--- config.mk ---
export PLATFORM = sky130hd
export DESIGN_NAME = ps2_ascii_fifo_flat
export DESIGN_NICKNAME = d
export VERILOG_FILES = /design/src/rtl/ps2_ascii_fifo_pkg.sv /design/src/rtl/ps2_ascii_fifo_if.sv /design/src/rtl/ps2_ascii_fifo_fifo.sv /design/src/rtl/ps2_ascii_fifo.sv /design/src/flat_wrapper.sv
export SDC_FILE = /design/constraint.sdc
export NUM_CORES = 1
export LEC_CHECK = 0
export BUFFER_PORTS_ARGS = -buffer_cell sky130_fd_sc_hd__buf_2
export CORE_MARGIN = 5
export CORE_UTILIZATION = 33
export DETAILED_ROUTE_END_ITERATION = 8
export GPL_TIMING_DRIVEN = 0
export PLACE_DENSITY = 0.62
export SLEW_MARGIN = 30
export SYNTH_ARGS = -nofsm -noshare
export SYNTH_HDL_FRONTEND = slang
export SYNTH_SLANG_ARGS = --single-unit
--- constraint.sdc ---
create_clock -name clk -period 3.7 [get_ports clk]
set_input_delay 0.37 -clock clk [delete_from_list [all_inputs] [get_ports clk]]
set_output_delay 0.37 -clock clk [all_outputs]
set_load 0.03 [all_outputs]
--- src/rtl/ps2_ascii_fifo_pkg.sv ---
// Scan-code constants, repeat-state encoding and the make-code to ASCII translation
// shared by the keyboard character path.
package ps2_keys_pkg;

  localparam logic [8:0] KEY_LSHIFT = 9'h012;
  localparam logic [8:0] KEY_RSHIFT = 9'h059;
  localparam logic [8:0] KEY_CAPS   = 9'h058;
  localparam logic [8:0] KEY_SPACE  = 9'h029;
  localparam logic [8:0] KEY_ENTER  = 9'h05A;
  localparam logic [8:0] KEY_BKSP   = 9'h066;

  // Indexed by alphabet position / digit value so translation is plain arithmetic
  localparam logic [8:0] LETTER_CODES [26] = '{
    9'h01C, 9'h032, 9'h021, 9'h023, 9'h024, 9'h02B, 9'h034, 9'h033, 9'h043,
    9'h03B, 9'h042, 9'h04B, 9'h03A, 9'h031, 9'h044, 9'h04D, 9'h015, 9'h02D,
    9'h01B, 9'h02C, 9'h03C, 9'h02A, 9'h01D, 9'h022, 9'h035, 9'h01A};
  localparam logic [8:0] DIGIT_CODES [10] = '{
    9'h045, 9'h016, 9'h01E, 9'h026, 9'h025, 9'h02E, 9'h036, 9'h03D, 9'h03E, 9'h046};
  localparam logic [8:0] KEYPAD_CODES [10] = '{
    9'h070, 9'h069, 9'h072, 9'h07A, 9'h06B, 9'h073, 9'h074, 9'h06C, 9'h075, 9'h07D};
  localparam logic [7:0] SHIFT_DIGIT_CHARS [10] = '{
    8'h29, 8'h21, 8'h40, 8'h23, 8'h24, 8'h25, 8'h5E, 8'h26, 8'h2A, 8'h28};

  typedef enum logic [1:0] {RPT_IDLE, RPT_DELAY, RPT_REPEAT} rpt_state_t;

  typedef struct packed {
    logic       valid;
    logic [7:0] ch;
  } xlat_t;

  function automatic xlat_t translate(input logic [8:0] code, input logic shift,
                                      input logic caps);
    xlat_t r;
    r.valid = 1'b0;
    r.ch    = 8'h00;
    for (int i = 0; i < 26; i++) begin
      if (code == LETTER_CODES[i]) begin
        r.valid = 1'b1;
        r.ch    = ((shift ^ caps) ? 8'h41 : 8'h61) + 8'(i);
      end
    end
    for (int i = 0; i < 10; i++) begin
      if (code == DIGIT_CODES[i]) begin
        r.valid = 1'b1;
        r.ch    = shift ? SHIFT_DIGIT_CHARS[i] : 8'h30 + 8'(i);
      end
      if (code == KEYPAD_CODES[i]) begin
        r.valid = 1'b1;
        r.ch    = 8'h30 + 8'(i);
      end
    end
    if (code == KEY_SPACE) begin
      r.valid = 1'b1;
      r.ch    = 8'h20;
    end
    if (code == KEY_ENTER) begin
      r.valid = 1'b1;
      r.ch    = 8'h0D;
    end
    if (code == KEY_BKSP) begin
      r.valid = 1'b1;
      r.ch    = 8'h08;
    end
    return r;
  endfunction

endpackage

--- src/rtl/ps2_ascii_fifo_if.sv ---
// Character pop port: the producer drives head data/valid/occupancy, the consumer drives ready.
interface ps2_ascii_fifo_if #(parameter int DEPTH = 8);
  localparam int CW = $clog2(DEPTH + 1);

  logic [7:0]    char_data;
  logic          char_valid;
  logic          char_ready;
  logic [CW-1:0] count;

  modport master (output char_data, output char_valid, output count, input char_ready);
  modport slave  (input char_data, input char_valid, input count, output char_ready);
endinterface

--- src/rtl/ps2_ascii_fifo_fifo.sv ---
// Power-of-two character FIFO; a push into a full FIFO is accepted only alongside a pop.
module ps2_char_fifo #(
  parameter int DEPTH = 8,
  localparam int CW = $clog2(DEPTH + 1),
  localparam int PW = $clog2(DEPTH)
) (
  input  logic          clk,
  input  logic          rst,
  input  logic          push,
  input  logic [7:0]    push_data,
  input  logic          pop,
  output logic [7:0]    pop_data,
  output logic          full,
  output logic          empty,
  output logic [CW-1:0] count
);

  logic [7:0]    mem [DEPTH];
  logic [PW-1:0] wr_ptr;
  logic [PW-1:0] rd_ptr;
  logic          do_push;
  logic          do_pop;

  assign full     = (count == CW'(DEPTH));
  assign empty    = (count == '0);
  assign do_pop   = pop && !empty;
  assign do_push  = push && (!full || do_pop);
  assign pop_data = empty ? 8'h00 : mem[rd_ptr];

  always_ff @(posedge clk) begin
    if (do_push) mem[wr_ptr] <= push_data;
  end

  // Pointers wrap naturally because DEPTH is a power of two
  always_ff @(posedge clk) begin
    if (rst) begin
      wr_ptr <= '0;
      rd_ptr <= '0;
      count  <= '0;
    end else begin
      if (do_push) wr_ptr <= wr_ptr + 1'b1;
      if (do_pop)  rd_ptr <= rd_ptr + 1'b1;
      case ({do_push, do_pop})
        2'b10:   count <= count + 1'b1;
        2'b01:   count <= count - 1'b1;
        default: count <= count;
      endcase
    end
  end

endmodule

--- src/rtl/ps2_ascii_fifo.sv ---
// Turns KeyboardDecoder make events into ASCII (Shift, Caps Lock, typematic repeat)
// and queues them for a valid/ready consumer.
module ps2_ascii_fifo
  import ps2_keys_pkg::*;
#(
  parameter int          DEPTH        = 8,
  parameter bit          CAPS_EN      = 1'b1,
  parameter bit          REPEAT_EN    = 1'b1,
  parameter int unsigned REPEAT_DELAY = 50_000_000,
  parameter int unsigned REPEAT_RATE  = 10_000_000
) (
  input  logic              clk,
  input  logic              rst,
  input  logic [511:0]      key_down,
  input  logic [8:0]        last_change,
  input  logic              key_valid,
  ps2_ascii_fifo_if.master  char_port,
  output logic              caps_lock,
  output logic              overflow
);

  localparam int CW = $clog2(DEPTH + 1);

  rpt_state_t    state, next_state;
  logic [8:0]    held_code, next_held;
  logic [31:0]   cnt, next_cnt;
  logic [31:0]   period_last;
  logic          shift, make_evt, mapped_make, rpt_fire;
  logic          push, fifo_full, fifo_empty;
  logic [7:0]    push_data, pop_data;
  logic [CW-1:0] fifo_count;
  xlat_t         evt_xlat, rpt_xlat;

  assign shift       = key_down[KEY_LSHIFT] | key_down[KEY_RSHIFT];
  assign make_evt    = key_valid && key_down[last_change];
  assign evt_xlat    = translate(last_change, shift, caps_lock);
  assign rpt_xlat    = translate(held_code, shift, caps_lock);
  assign mapped_make = make_evt && evt_xlat.valid;
  assign period_last = (state == RPT_DELAY) ? 32'(REPEAT_DELAY - 1) : 32'(REPEAT_RATE - 1);

  always_ff @(posedge clk) begin
    if (rst) begin
      state     <= RPT_IDLE;
      held_code <= '0;
      cnt       <= '0;
    end else begin
      state     <= next_state;
      held_code <= next_held;
      cnt       <= next_cnt;
    end
  end

  // A new mapped make always restarts the delay; unmapped makes leave the FSM alone
  always_comb begin
    next_state = state;
    next_held  = held_code;
    next_cnt   = cnt;
    if (REPEAT_EN && mapped_make) begin
      next_state = RPT_DELAY;
      next_held  = last_change;
      next_cnt   = '0;
    end else if (REPEAT_EN) begin
      case (state)
        RPT_DELAY, RPT_REPEAT: begin
          if (!key_down[held_code]) begin
            next_state = RPT_IDLE;
            next_cnt   = '0;
          end else if (cnt == period_last) begin
            next_state = RPT_REPEAT;
            next_cnt   = '0;
          end else begin
            next_cnt = cnt + 1'b1;
          end
        end
        default: next_state = RPT_IDLE;
      endcase
    end
  end

  always_comb begin
    rpt_fire = 1'b0;
    if (state != RPT_IDLE && !mapped_make && key_down[held_code] && cnt == period_last)
      rpt_fire = rpt_xlat.valid;
  end

  assign push      = mapped_make || rpt_fire;
  assign push_data = mapped_make ? evt_xlat.ch : rpt_xlat.ch;

  always_ff @(posedge clk) begin
    if (rst) begin
      caps_lock <= 1'b0;
      overflow  <= 1'b0;
    end else begin
      if (CAPS_EN && make_evt && last_change == KEY_CAPS) caps_lock <= ~caps_lock;
      if (push && fifo_full && !char_port.char_ready) overflow <= 1'b1;
    end
  end

  ps2_char_fifo #(.DEPTH(DEPTH)) u_fifo (
    .clk       (clk),
    .rst       (rst),
    .push      (push),
    .push_data (push_data),
    .pop       (char_port.char_ready),
    .pop_data  (pop_data),
    .full      (fifo_full),
    .empty     (fifo_empty),
    .count     (fifo_count)
  );

  assign char_port.char_data  = pop_data;
  assign char_port.char_valid = !fifo_empty;
  assign char_port.count      = fifo_count;

endmodule
--- src/flat_wrapper.sv ---
// flat-port wrapper written by rule: the top's interface ports become plain ports
module ps2_ascii_fifo_flat import ps2_keys_pkg::*;
#(
  parameter int          DEPTH        = 8,
  parameter bit          CAPS_EN      = 1'b1,
  parameter bit          REPEAT_EN    = 1'b1,
  parameter int unsigned REPEAT_DELAY = 50_000_000,
  parameter int unsigned REPEAT_RATE  = 10_000_000
)
  (clk, rst, key_down, last_change, key_valid, caps_lock, overflow, char_port_char_data, char_port_char_valid, char_port_count, char_port_char_ready);
  ps2_ascii_fifo_if #(.DEPTH(DEPTH)) char_port_i ();
  input  logic clk;
  input  logic rst;
  input  logic [511:0] key_down;
  input  logic [8:0] last_change;
  input  logic key_valid;
  output logic caps_lock;
  output logic overflow;
  output wire logic [$bits(char_port_i.char_data)-1:0] char_port_char_data;
  output wire logic [$bits(char_port_i.char_valid)-1:0] char_port_char_valid;
  output wire logic [$bits(char_port_i.count)-1:0] char_port_count;
  input wire logic [$bits(char_port_i.char_ready)-1:0] char_port_char_ready;
  assign char_port_char_data = char_port_i.char_data;
  assign char_port_char_valid = char_port_i.char_valid;
  assign char_port_count = char_port_i.count;
  assign char_port_i.char_ready = char_port_char_ready;
  ps2_ascii_fifo #(.DEPTH(DEPTH), .CAPS_EN(CAPS_EN), .REPEAT_EN(REPEAT_EN), .REPEAT_DELAY(REPEAT_DELAY), .REPEAT_RATE(REPEAT_RATE)) u_core (.clk(clk), .rst(rst), .key_down(key_down), .last_change(last_change), .key_valid(key_valid), .char_port(char_port_i), .caps_lock(caps_lock), .overflow(overflow));
endmodule
## Yosys cells after proc, flatten, opt, wreduce, memory -nomap -nowiden

Memories as Yosys holds them, arrays and structs flattened. A register that Yosys moved wholly into a read port is not among the register bits.
Cells that the tools add are included.

| word-level totals | value |
|---|---|
| register bits | 55 |
| latch bits | 0 |
| bits in writable memories | 64 |
| bits in read-only memories | 0 |
| input bits | 525 |
| output and inout bits | 15 |
| logic and storage cells | 303 |
| memories kept | 1 |

Memories:

| name | words | width | rd ports | clocked after Yosys merged registers in | wr ports | line | text |
|---|---|---|---|---|---|---|---|
| u_core.u_fifo.mem | 8 | 8 | 1 | 1 | 1 | ps2_ascii_fifo_fifo.sv:18 | `logic [7:0] mem [DEPTH];` |

| operators by class | value |
|---|---|
| add/sub/neg operators | 30 |
| $mul | 0 |
| divide/modulo/power cells | 0 |
| magnitude comparators | 2 |
| eq/ne operators | 106 |
| shift-type cells | 0 |
| multiplexer cells | 128 |
| bitwise logic cells | 5 |
| reductions and logical operators | 22 |

Operators by type and width:

| kind | number |
|---|---|
| $mux W9 | 98 |
| $eq A9 B6 Y1 const B | 46 |
| $eq A9 B7 Y1 const B | 39 |
| $eq A9 B5 Y1 const B | 14 |
| $add A8 B5 Y8 const B | 10 |
| $add A8 B4 Y8 const B | 8 |
| $mux W32 | 2 |
| $mux W5 | 8 |
| $add A32 B1 Y32 const B | 1 |
| $eq A32 B32 Y1 | 1 |
| $mux W26 | 1 |
| $add A8 B3 Y8 const B | 3 |
| $lt A9 B10 Y1 const B | 2 |
| $bmux W1 S9 | 2 |
| $add A8 B2 Y8 const B | 2 |
| $mux W8 | 2 |
| $mux W7 | 2 |
| $logic_and A1 B1 Y1 | 10 |
| $mux W1 | 9 |
| $add A7 B1 Y8 const B | 1 |
| $add A7 B3 Y8 const B | 1 |
| $pmux W4 S2 | 1 |
| $add A3 B1 Y3 const B | 2 |
| $mux W3 | 2 |
| 16 further kinds | 26 |

## Depth between registers and ports, before layout

Gate-level depths: netlist of the first run.

| depth | value |
|---|---|
| word-level depth | 62 |
| depth in mapped cells | 20 |
| gate-level depth less buffers | 15 |

## Modules after synthesis

From an unflattened synthesis of the first run, not the netlist that was laid out.

| second synthesis, totals | value |
|---|---|
| cell total of the unflattened synthesis | 1638 |
| area total of the unflattened synthesis | 16631.0 µm² |

Modules (own cells, without submodules):

| module | instances | cells an instance | area each (µm²) | sequential area each (µm²) |
|---|---|---|---|---|
| ps2_ascii_fifo | 1 | 1453 | 13441.6 | 900.9 |
| ps2_char_fifo | 1 | 185 | 3189.3 | 2182.1 |

## Least setup slack after synthesis of the first run

Ideal clock, no wire load.

| timing | value |
|---|---|
| path kind | flip-flop to flip-flop |
| start | register u_core.held_code[0] |
| end | register u_core.u_fifo.count[3] |
| setup time | 121 ps |
| arrival | 3642 ps |
| required time | 3579 ps |
| path slack | -63 ps |
| cell stages (with the launch flop) | 21 |
| clock period less this slack | 3763 ps |
| cell sequence | dfxtp_1 buf_6 buf_12 buf_12 buf_6 nor2b_1 buf_2 nand3_1 a21boi_0 or4_4 nor4b_4 nand3_1 and3_4 nor2_1 nand2_1 inv_2 ha_1 a21o_1 a21oi_1 mux2i_1 mux2_2 |

| between the ends | value |
|---|---|
| cells in the longest elaborated chain, start to end | 55 |

RTL lines:

| item | line | text |
|---|---|---|
| from (decl) | ps2_ascii_fifo.sv:25 | `logic [8:0] held_code, next_held;` |
| from (signal assigned) | ps2_ascii_fifo.sv:48 | `held_code <= next_held;` |
| $eq A9 B5 Y1 | ps2_ascii_fifo_pkg.sv:37 | `if (code == LETTER_CODES[i]) begin` |
| $mux W9 (26 in a row) | ps2_ascii_fifo_pkg.sv:37 |  |
| $mux W9 | ps2_ascii_fifo_pkg.sv:43 | `if (code == DIGIT_CODES[i]) begin` |
| $mux W9 | ps2_ascii_fifo_pkg.sv:47 | `if (code == KEYPAD_CODES[i]) begin` |
| $mux W9 | ps2_ascii_fifo_pkg.sv:43 |  |
| $mux W9 | ps2_ascii_fifo_pkg.sv:47 |  |
| $mux W9 | ps2_ascii_fifo_pkg.sv:43 |  |
| $mux W9 | ps2_ascii_fifo_pkg.sv:47 |  |
| [... 14 more ...] | - |  |
| $mux W9 | ps2_ascii_fifo_pkg.sv:52 | `if (code == KEY_SPACE) begin` |
| $mux W9 | ps2_ascii_fifo_pkg.sv:56 | `if (code == KEY_ENTER) begin` |
| $mux W9 | ps2_ascii_fifo_pkg.sv:60 | `if (code == KEY_BKSP) begin` |
| $mux W1 (*) | ps2_ascii_fifo.sv:82 | `if (state != RPT_IDLE && !mapped_make && key_down[held_code] && cnt == period_last)` |
| $logic_or A1 B1 Y1 (*) | ps2_ascii_fifo.sv:86 | `assign push = mapped_make \|\| rpt_fire;` |
| $logic_and A1 B1 Y1 (*) | ps2_ascii_fifo_fifo.sv:27 | `assign do_push = push && (!full \|\| do_pop);` |
| $eq A2 B1 Y1 or $eq A2 B2 Y1 (tied branches) | ps2_ascii_fifo_fifo.sv:43 | `case ({do_push, do_pop})` |
| $pmux W4 S2 or $reduce_bool A2 Y1 (tied branches) | - |  |
| to (signal assigned) | ps2_ascii_fifo_fifo.sv:44 | `2'b10: count <= count + 1'b1;` |
| to (signal assigned) | ps2_ascii_fifo_fifo.sv:45 | `2'b01: count <= count - 1'b1;` |
| to (signal assigned) | ps2_ascii_fifo_fifo.sv:46 | `default: count <= count;` |
| to (decl) | ps2_ascii_fifo_fifo.sv:15 | `output logic [CW-1:0] count` |

Mark *: on every way between the ends. The rest lies on a longest branch, timed or not. The select of a mux whose other input is x is not followed.
A chain may end at the register's enable or synchronous reset.

## Worst setup path in the final report of the first run

Ends and elaborated chain as after synthesis.

==> results of run 1 <==
==> flip-flops by register name, summed over array words and instances (netlist names), named ones only <==
name / cells
u_core.u_fifo.wr_ptr: 3
u_core.u_fifo.mem: 56
u_core.overflow: 1
u_core.caps_lock: 1
u_core.u_fifo.rd_ptr: 3
u_core.cnt: 32
u_core.state: 2
u_core.u_fifo.count: 4
u_core.held_code: 9
==> where the power goes <==
part	leakage, nW	internal [mW]	total [mW]	switching, mW
combinational	6.60	0.863	1.92	1.06
sequential	0.985	1.35	1.38	0.0367
clock	0.285	1.01	1.68	0.672
total	7.87	3.22	4.99	1.77
==> kinds of logic after synthesis <==
kind of cell	count (synthesis)	share of synthesized area, %
AOI/OAI and AO/OA	346	16.2
xor gates and xnor gates	10	0.610
adders and majority gates	8	0.750
buffers and inverters	165	7.36
DFF	114	19.8
muxes	316	36.7
other	1	0.0261
and+or+nand+nor	524	18.6
==> stage by stage <==
step / instance area [sq um] / TNS (ps) / hold slack (ps) / setup WS [ps]
floorplan: 14400 / -43.1 / 454 / -43.1
global placement: 17800 / -124900 / 456 / -1440
detailed placement: 17800 / -104750 / 463 / -1240
CTS: 19400 / -5320 / 263 / -360
global route: 19800 / -8360 / 307 / -483
finish: 19800 / -3720 / 297 / -390
==> cell usage in the layout, fill, tap and decap left out, drive strengths merged, types with 8 or more instances in the layout <==
| cell | Yosys | routed |
|---|---|---|
| nor2b | 27 | 27 |
| edfxtp | 56 | 56 |
| or3 | 21 | 21 |
| o22ai | 21 | 21 |
| mux2i | 157 | 157 |
| o21ai | 72 | 72 |
| clkbuf | 31 | 53 |
| mux4 | 152 | 152 |
| nand2 | 150 | 150 |
| a31oi | 11 | 11 |
| nand4 | 36 | 36 |
| a32oi | 8 | 8 |
| nor4 | 16 | 16 |
| a2111oi | 8 | 8 |
| a22oi | 61 | 61 |
| o211ai | 17 | 17 |
| a21oi | 66 | 66 |
| inv | 32 | 38 |
| buf | 100 | 692 |
| nand2b | 9 | 9 |
| nand3 | 53 | 53 |
| nor3b | 11 | 11 |
| and2 | 11 | 11 |
| nor3 | 39 | 39 |
| nor2 | 105 | 105 |
| a211oi | 8 | 8 |
| dfxtp | 58 | 58 |
==> how the worst max path moves through the flow <==
stage | startpoint | to | slack [ps]
finish | u_core.held_code[0]$_SDFFE_PP0N_ | u_core.u_fifo.count[3]$_SDFFE_PP0P_ | -390
CTS | u_core.held_code[0]$_SDFFE_PP0N_ | u_core.u_fifo.count[3]$_SDFFE_PP0P_ | -360
detailed placement | u_core.held_code[3]$_SDFFE_PP0N_ | u_core.u_fifo.count[3]$_SDFFE_PP0P_ | -1240
global placement | u_core.held_code[2]$_SDFFE_PP0N_ | u_core.u_fifo.mem[3][4]$_DFFE_PP_ | -1440
floorplan | u_core.held_code[0]$_SDFFE_PP0N_ | u_core.u_fifo.count[3]$_SDFFE_PP0P_ | -40
global route | u_core.held_code[0]$_SDFFE_PP0N_ | u_core.u_fifo.count[3]$_SDFFE_PP0P_ | -480
==> worst reg2reg max path, stage by stage, from the launching register on <==
cell      delay, ps
dfxtp_2         340
buf_12          150
buf_12          170
mux4_2          560
mux4_2          510
and3_4          200
nor4_4          230
o211ai_2        210
and3_4          230
nor2_4          110
nand2_4          70
inv_4           100
ha_4            190
a21o_1          160
a21oi_2         160
mux2i_1         230
mux2_2          360
==> layer usage <==
layer / wire [um] / up-vias / track usage [%]
li1: - / 7189 / -
met1: 32700 / 8362 / 42.1
met2: 38300 / 1053 / 53.3
met3: 6400 / 188 / 5.97
met4: 3310 / 0 / 11.6
met5: 0 / - / 0
==> final cells by class <==
class | count | area [sq um] | area share, %
Multi-Input combinational cell | 1205 | 11000 | 55.4
Antenna cell | 1 | 2.50 | 0.0126
Sequential cell | 114 | 2850 | 14.4
Inverter | 33 | 130 | 0.657
Clock inverter | 15 | 171 | 0.865
Clock buffer | 17 | 425 | 2.15
Timing Repair Buffer | 602 | 3350 | 16.9
Tap cell | 585 | 732 | 3.70
Buffer | 128 | 1170 | 5.89
==> what timing repair did <==
item / in CTS / in global routing
setup buffers: 45 / 15
pin swaps: 31 / 34
hold buffers: 0 / 0
gates resized for setup: 149 / 98
endpoints found under the setup margin: 149 / 148
gates cloned: 4 / 2
==> impl_metrics.json, run 1 <==
{
  "synth_edf_count": 56,
  "io_buffers": 535,
  "drt_wl_total_um": 80700,
  "crit_arrival_ps": 4390,
  "grt.total_usage_pct": 32.1,
  "synth_area_leaders": "mux4_2, edfxtp_1, mux2i_1",
  "required_ps": 4000,
  "n_fill_cell": 4146,
  "worstMarginPinSlew_ps": 854,
  "place_inst": 2606,
  "grt_max_degree": 17,
  "cp_cell_sequence": "buf_12 -> buf_12 -> mux4_2 -> mux4_2 -> and3_4 -> nor4_4 -> o211ai_2 -> and3_4 -> nor2_4 -> nand2_4 -> inv_4 -> ha_4 -> a21o_1 -> a21oi_2 -> mux2i_1 -> mux2_2",
  "synth_flop_cell": "dfxtp_1",
  "routedWlPerCell_um": 29.9,
  "cpMaxStageDelayCell": "mux4_2",
  "timing.final.ws_setup_ps": -390,
  "clkLatencyLatePin_ps": 420,
  "antenna_found_initial": 2,
  "remaining_drc_errors": 0,
  "r2r_start": "u_core.held_code[0]$_SDFFE_PP0N_",
  "crit_family": "multiplexers",
  "rr_endpoint": "u_core.u_fifo.count[3]$_SDFFE_PP0P_",
  "min_path_cells": 4,
  "nets": 2634,
  "gp_congestion": 1.00,
  "coreArea_sq_um": 43100,
  "chipHeight_um": 219,
  "worstSetupEndpointType": "flop",
  "r2r_slack_ps": -390,
  "num_vias": 16800,
  "num_rows": 76,
  "violations": "setup timing",
  "cts.clk_slew.worst_paths_ps": 60,
  "fp.dieW_um": 219,
  "yosysMostFrequentCell": "mux2i_1",
  "via_per_inst": 6.22,
  "max_cap_viol_count": 0,
  "worstSetupStartpointType": "flop",
  "cts_sinks": 114,
  "yosysWarningCount": 0,
  "syn2layout_area_growth_pct": 38.1,
  "drtIter0Drc": 1750,
  "crit_buf_inv": 3,
  "synthArstFlopShare_pct": 0,
  "ys_types": 90,
  "syn_inst": 1484,
  "first_pass_iters": 6,
  "crit_type": "flop to flop",
  "post_synth.cell_area_avg_sq_um": 9.67,
  "syn-cell-area_sq_um": 14300,
  "yosysTopAreaCell": "mux4_2",
  "period_share_pct": 111,
  "power_leakage_nw": 7.87,
  "cpPeakStageDelay_ps": 550,
  "start_util_pct": 33.3,
  "clock_skew_ps": 12.6,
  "globalRoute.totalOverflow": 0,
  "die_area_sq_um": 47800,
  "cts_root_buf": "clkbuf_16",
  "crit_cells": 16,
  "fmax_ghz": 0.244,
  "synth_common_cells": "mux2i_1, nand2_1, nor2_1",
  "rsz0062_at_grt": "true",
  "yosysSeqAreaShare_pct": 19.8,
  "synth_top_cell_area_share_pct": 16.0,
  "post-route-util_pct": 46.0,
  "p_total_mw": 4.99,
  "setup_viol": 30,
  "worstHoldStart": "rst",
  "crit_fanout": 5,
  "cts.htree.levels": 4,
  "dp_hpwl_um": 63900,
  "min_period_ps": 4090,
  "cts_buffer_depth": 2,
  "hold_class": "input pin to flop",
  "fin_cells": 2700,
  "io_pins": 540,
  "p_per_area_nw_per_um2": 252,
  "route.antenna.remaining_nets": 0,
  "rr_worst_depth": 16,
  "slew-limit-headroom_pct": 43.1,
  "ys_seq_elements": 114,
  "numCtsBuffers": 17,
  "hold_viol": 0,
  "grt_pass1_vias": 16900,
  "cts_tree": "done",
  "holdPathEnd": "u_core.state[1]$_SDFFE_PP0P_",
  "status": "finished, violations left",
  "syn_nets": 2017,
  "peakVddDrop_mv": 0.268,
  "grt_pass1_wl_um": 114000,
  "finalMaxSlewViolations": 0,
  "drive_gt1_share_pct": 46.1
}
Note: power is estimated with default switching activity, not from simulation.
==> run 2, diff against run 1 <==
--- a/config.mk
+++ b/config.mk
@@ -6,11 +6,11 @@
 export NUM_CORES = 1
 export LEC_CHECK = 0
 export BUFFER_PORTS_ARGS = -buffer_cell sky130_fd_sc_hd__buf_2
-export CORE_MARGIN = 5
-export CORE_UTILIZATION = 33
+export CORE_AREA = 8 8 206 208
 export DETAILED_ROUTE_END_ITERATION = 8
+export DIE_AREA = 0 0 214 216
 export GPL_TIMING_DRIVEN = 0
-export PLACE_DENSITY = 0.62
+export PLACE_DENSITY = 0.67
 export SLEW_MARGIN = 30
 export SYNTH_ARGS = -nofsm -noshare
 export SYNTH_HDL_FRONTEND = slang
==> run 2 against run 1 <==
Compared with the run above: the flow still finishes with violations (setup timing); register-to-register slack improved by 90 ps; global-route usage up 0.40 points; maximum frequency up 2.2%; die area shrank 3.2%; combinational power about the same; clock power fell by 5%; sequential power about the same; total power is 1.1% lower; clock skew grew 2.2 ps; setup slack improved by 87 ps; count of clock-buffer cells in the layout stayed put; highest routed layer unchanged.
==> impl_metrics.json, run 2 (synthesized netlist as in run 1, its figures left out) <==
{
  "status": "finished, violations left",
  "violations": "setup timing",
  "drive_gt1_share_pct": 44.7,
  "peakVddDrop_mv": 0.252,
  "post_cts_hold_buffer_count": 0,
  "cts_buffer_depth": 2,
  "finalMaxSlewViolations": 0,
  "crit_arrival_ps": 4350,
  "min_period_ps": 4000,
  "cp_cell_sequence": "buf_6 -> buf_12 -> buf_12 -> buf_12 -> buf_6 -> mux4_2 -> mux2i_2 -> o221ai_1 -> o22ai_2 -> o211ai_4 -> buf_4 -> buf_6 -> buf_6 -> buf_6 -> o221a_4 -> nand4_4 -> or3_4 -> clkbuf_16 -> or3_1 -> o21ai_0",
  "max_cap_viol_count": 0,
  "worstSetupStartpointType": "flop",
  "cts_sinks": 114,
  "required_ps": 4050,
  "route.antenna.remaining_nets": 0,
  "slew-limit-headroom_pct": 40.5,
  "first_pass_iters": 6,
  "n_fill_cell": 3721,
  "worstMarginPinSlew_ps": 887,
  "globalRoute.totalOverflow": 0,
  "num_rows": 73,
  "crit_type": "flop to flop",
  "cts.clk_slew.worst_paths_ps": 60,
  "remaining_drc_errors": 0,
  "hold_viol": 0,
  "worstSetupEndpointType": "flop",
  "timing.final.ws_setup_ps": -303,
  "multi_input_area_sq_um": 10900,
  "io_buffers": 535,
  "drtIter0Drc": 2091,
  "fmax_ghz": 0.250,
  "fin_cells": 2640,
  "clock_skew_ps": 14.8,
  "die_area_sq_um": 46200,
  "chipHeight_um": 216,
  "via_per_inst": 6.45,
  "numCtsBuffers": 17,
  "routedWlPerCell_um": 30.5,
  "mostFrequentLayoutCells": "buf_2, mux2i_1, nand2_1, mux4_2, nor2_1",
  "coreArea_sq_um": 39200,
  "grt_pass1_wl_um": 114000,
  "largest_register_ffs": 56,
  "min_path_cells": 4,
  "regArea_sq_um": 2850,
  "start_util_pct": 36.6,
  "nets": 2633,
  "cts.htree.levels": 4,
  "grt_pass1_vias": 17300,
  "cts_root_buf": "clkbuf_16",
  "post-route-util_pct": 50.1,
  "cpMaxStageDelayCell": "or3_4",
  "grt_max_degree": 17,
  "holdWs_ps": 305,
  "period_share_pct": 108,
  "hold_class": "input pin to flop",
  "gp_congestion": 1.03,
  "p_per_area_nw_per_um2": 251,
  "largest_register": "u_core.u_fifo.mem",
  "largestRegisters": "u_core.u_fifo.mem x56, u_core.cnt x32, u_core.held_code x9",
  "power_leakage_nw": 7.86,
  "rsz0062_at_grt": "true",
  "crit_cells": 20,
  "grt.total_usage_pct": 32.5,
  "crit_family": "buffers and inverters",
  "fp.dieW_um": 214,
  "crit_buf_inv": 10,
  "cpPeakStageDelay_ps": 450,
  "rr_worst_depth": 20,
  "crit_top_cell": "buf_6",
  "cts_tree": "done",
  "dp_hpwl_um": 63400,
  "final_common_cell": "buf_2",
  "place_inst": 2546,
  "clkLatencyLatePin_ps": 420,
  "antenna_found_initial": 3,
  "drt_wl_total_um": 80400,
  "crit_fanout": 10,
  "syn2layout_area_growth_pct": 36.9,
  "num_vias": 17000,
  "io_pins": 540,
  "setup_viol": 67
}
## run 2: cell types whose count changed in the layout (fill, tap and decap cells not counted), sizes merged, moves of 2 or more
cell,previous run,this run
clkbuf,53,55
buf,692,690
clkinv,4,8
clkinvlp,4,2
## run 2: final cells by class
cell class,count,share of cell area (%)
Buffer,126,5.70
Antenna cell,2,0.0255
Clock inverter,15,0.758
Timing Repair Buffer,603,17.2
Inverter,33,0.650
Tap cell,525,3.35
Clock buffer,17,2.17
Multi-Input combinational cell,1205,55.6
Sequential cell,114,14.5
## run 2: worst paths after layout
path                               startpoint                            to  slack [ps]
max          u_core.held_code[1]$_SDFFE_PP0N_   u_core.cnt[22]$_SDFFE_PP0P_        -300
min                                       rst  u_core.state[1]$_SDFFE_PP0P_         310
max reg2reg  u_core.held_code[1]$_SDFFE_PP0N_   u_core.cnt[22]$_SDFFE_PP0P_        -300
min reg2reg      u_core.overflow$_SDFFE_PP0P_  u_core.overflow$_SDFFE_PP0P_         480
## run 2: report_power, final
| part | switching, mW | total [mW] | internal, mW | leakage [nW] |
|---|---|---|---|---|
| logic | 1.06 | 1.94 | 0.883 | 6.59 |
| clock network | 0.660 | 1.60 | 0.942 | 0.282 |
| registers | 0.0377 | 1.38 | 1.35 | 0.985 |
| total | 1.76 | 4.93 | 3.17 | 7.86 |
## run 2: worst register-to-register path: cells and delay by family (launching register included)
| family | cells | cell delay, ps |
|---|---|---|
| buf+inv | 10 | 1390 |
| flops | 1 | 350 |
| mux | 2 | 370 |
| compound gates | 5 | 940 |
| simple gates | 3 | 890 |
## run 2: what timing repair did
action / CTS / global route
gates cloned: 2 / 3
pin swaps: 23 / 17
resized for setup: 121 / 72
buffers inserted: 41 / 20
setup endpoints to repair: 150 / 148
## run 2: through the flow
| step | TNS [ps] | area, sq um | worst slack, ps | power [mW] |
|---|---|---|---|---|
| 6_report | -8800 | 19600 | -303 | 4.93 |
| 5_1_grt | -16960 | 19600 | -432 | 5.11 |
| 4_1_cts | -2820 | 19200 | -252 | 4.84 |
| 3_5_place_dp | -109660 | 17800 | -1110 | 3.16 |
| 3_3_place_gp | -125860 | 17700 | -1450 | 3.14 |
| 2_1_floorplan | -43.1 | 14400 | -43.1 | 2.44 |
## run 2: routing by layer
metal	vias up	wire length (um)	track usage, %
met4	0	4630	16.3
met2	1279	37400	52.9
met3	265	7730	7.55
li1	7195	-	-
met1	8282	30700	40.2
met5	-	0	0
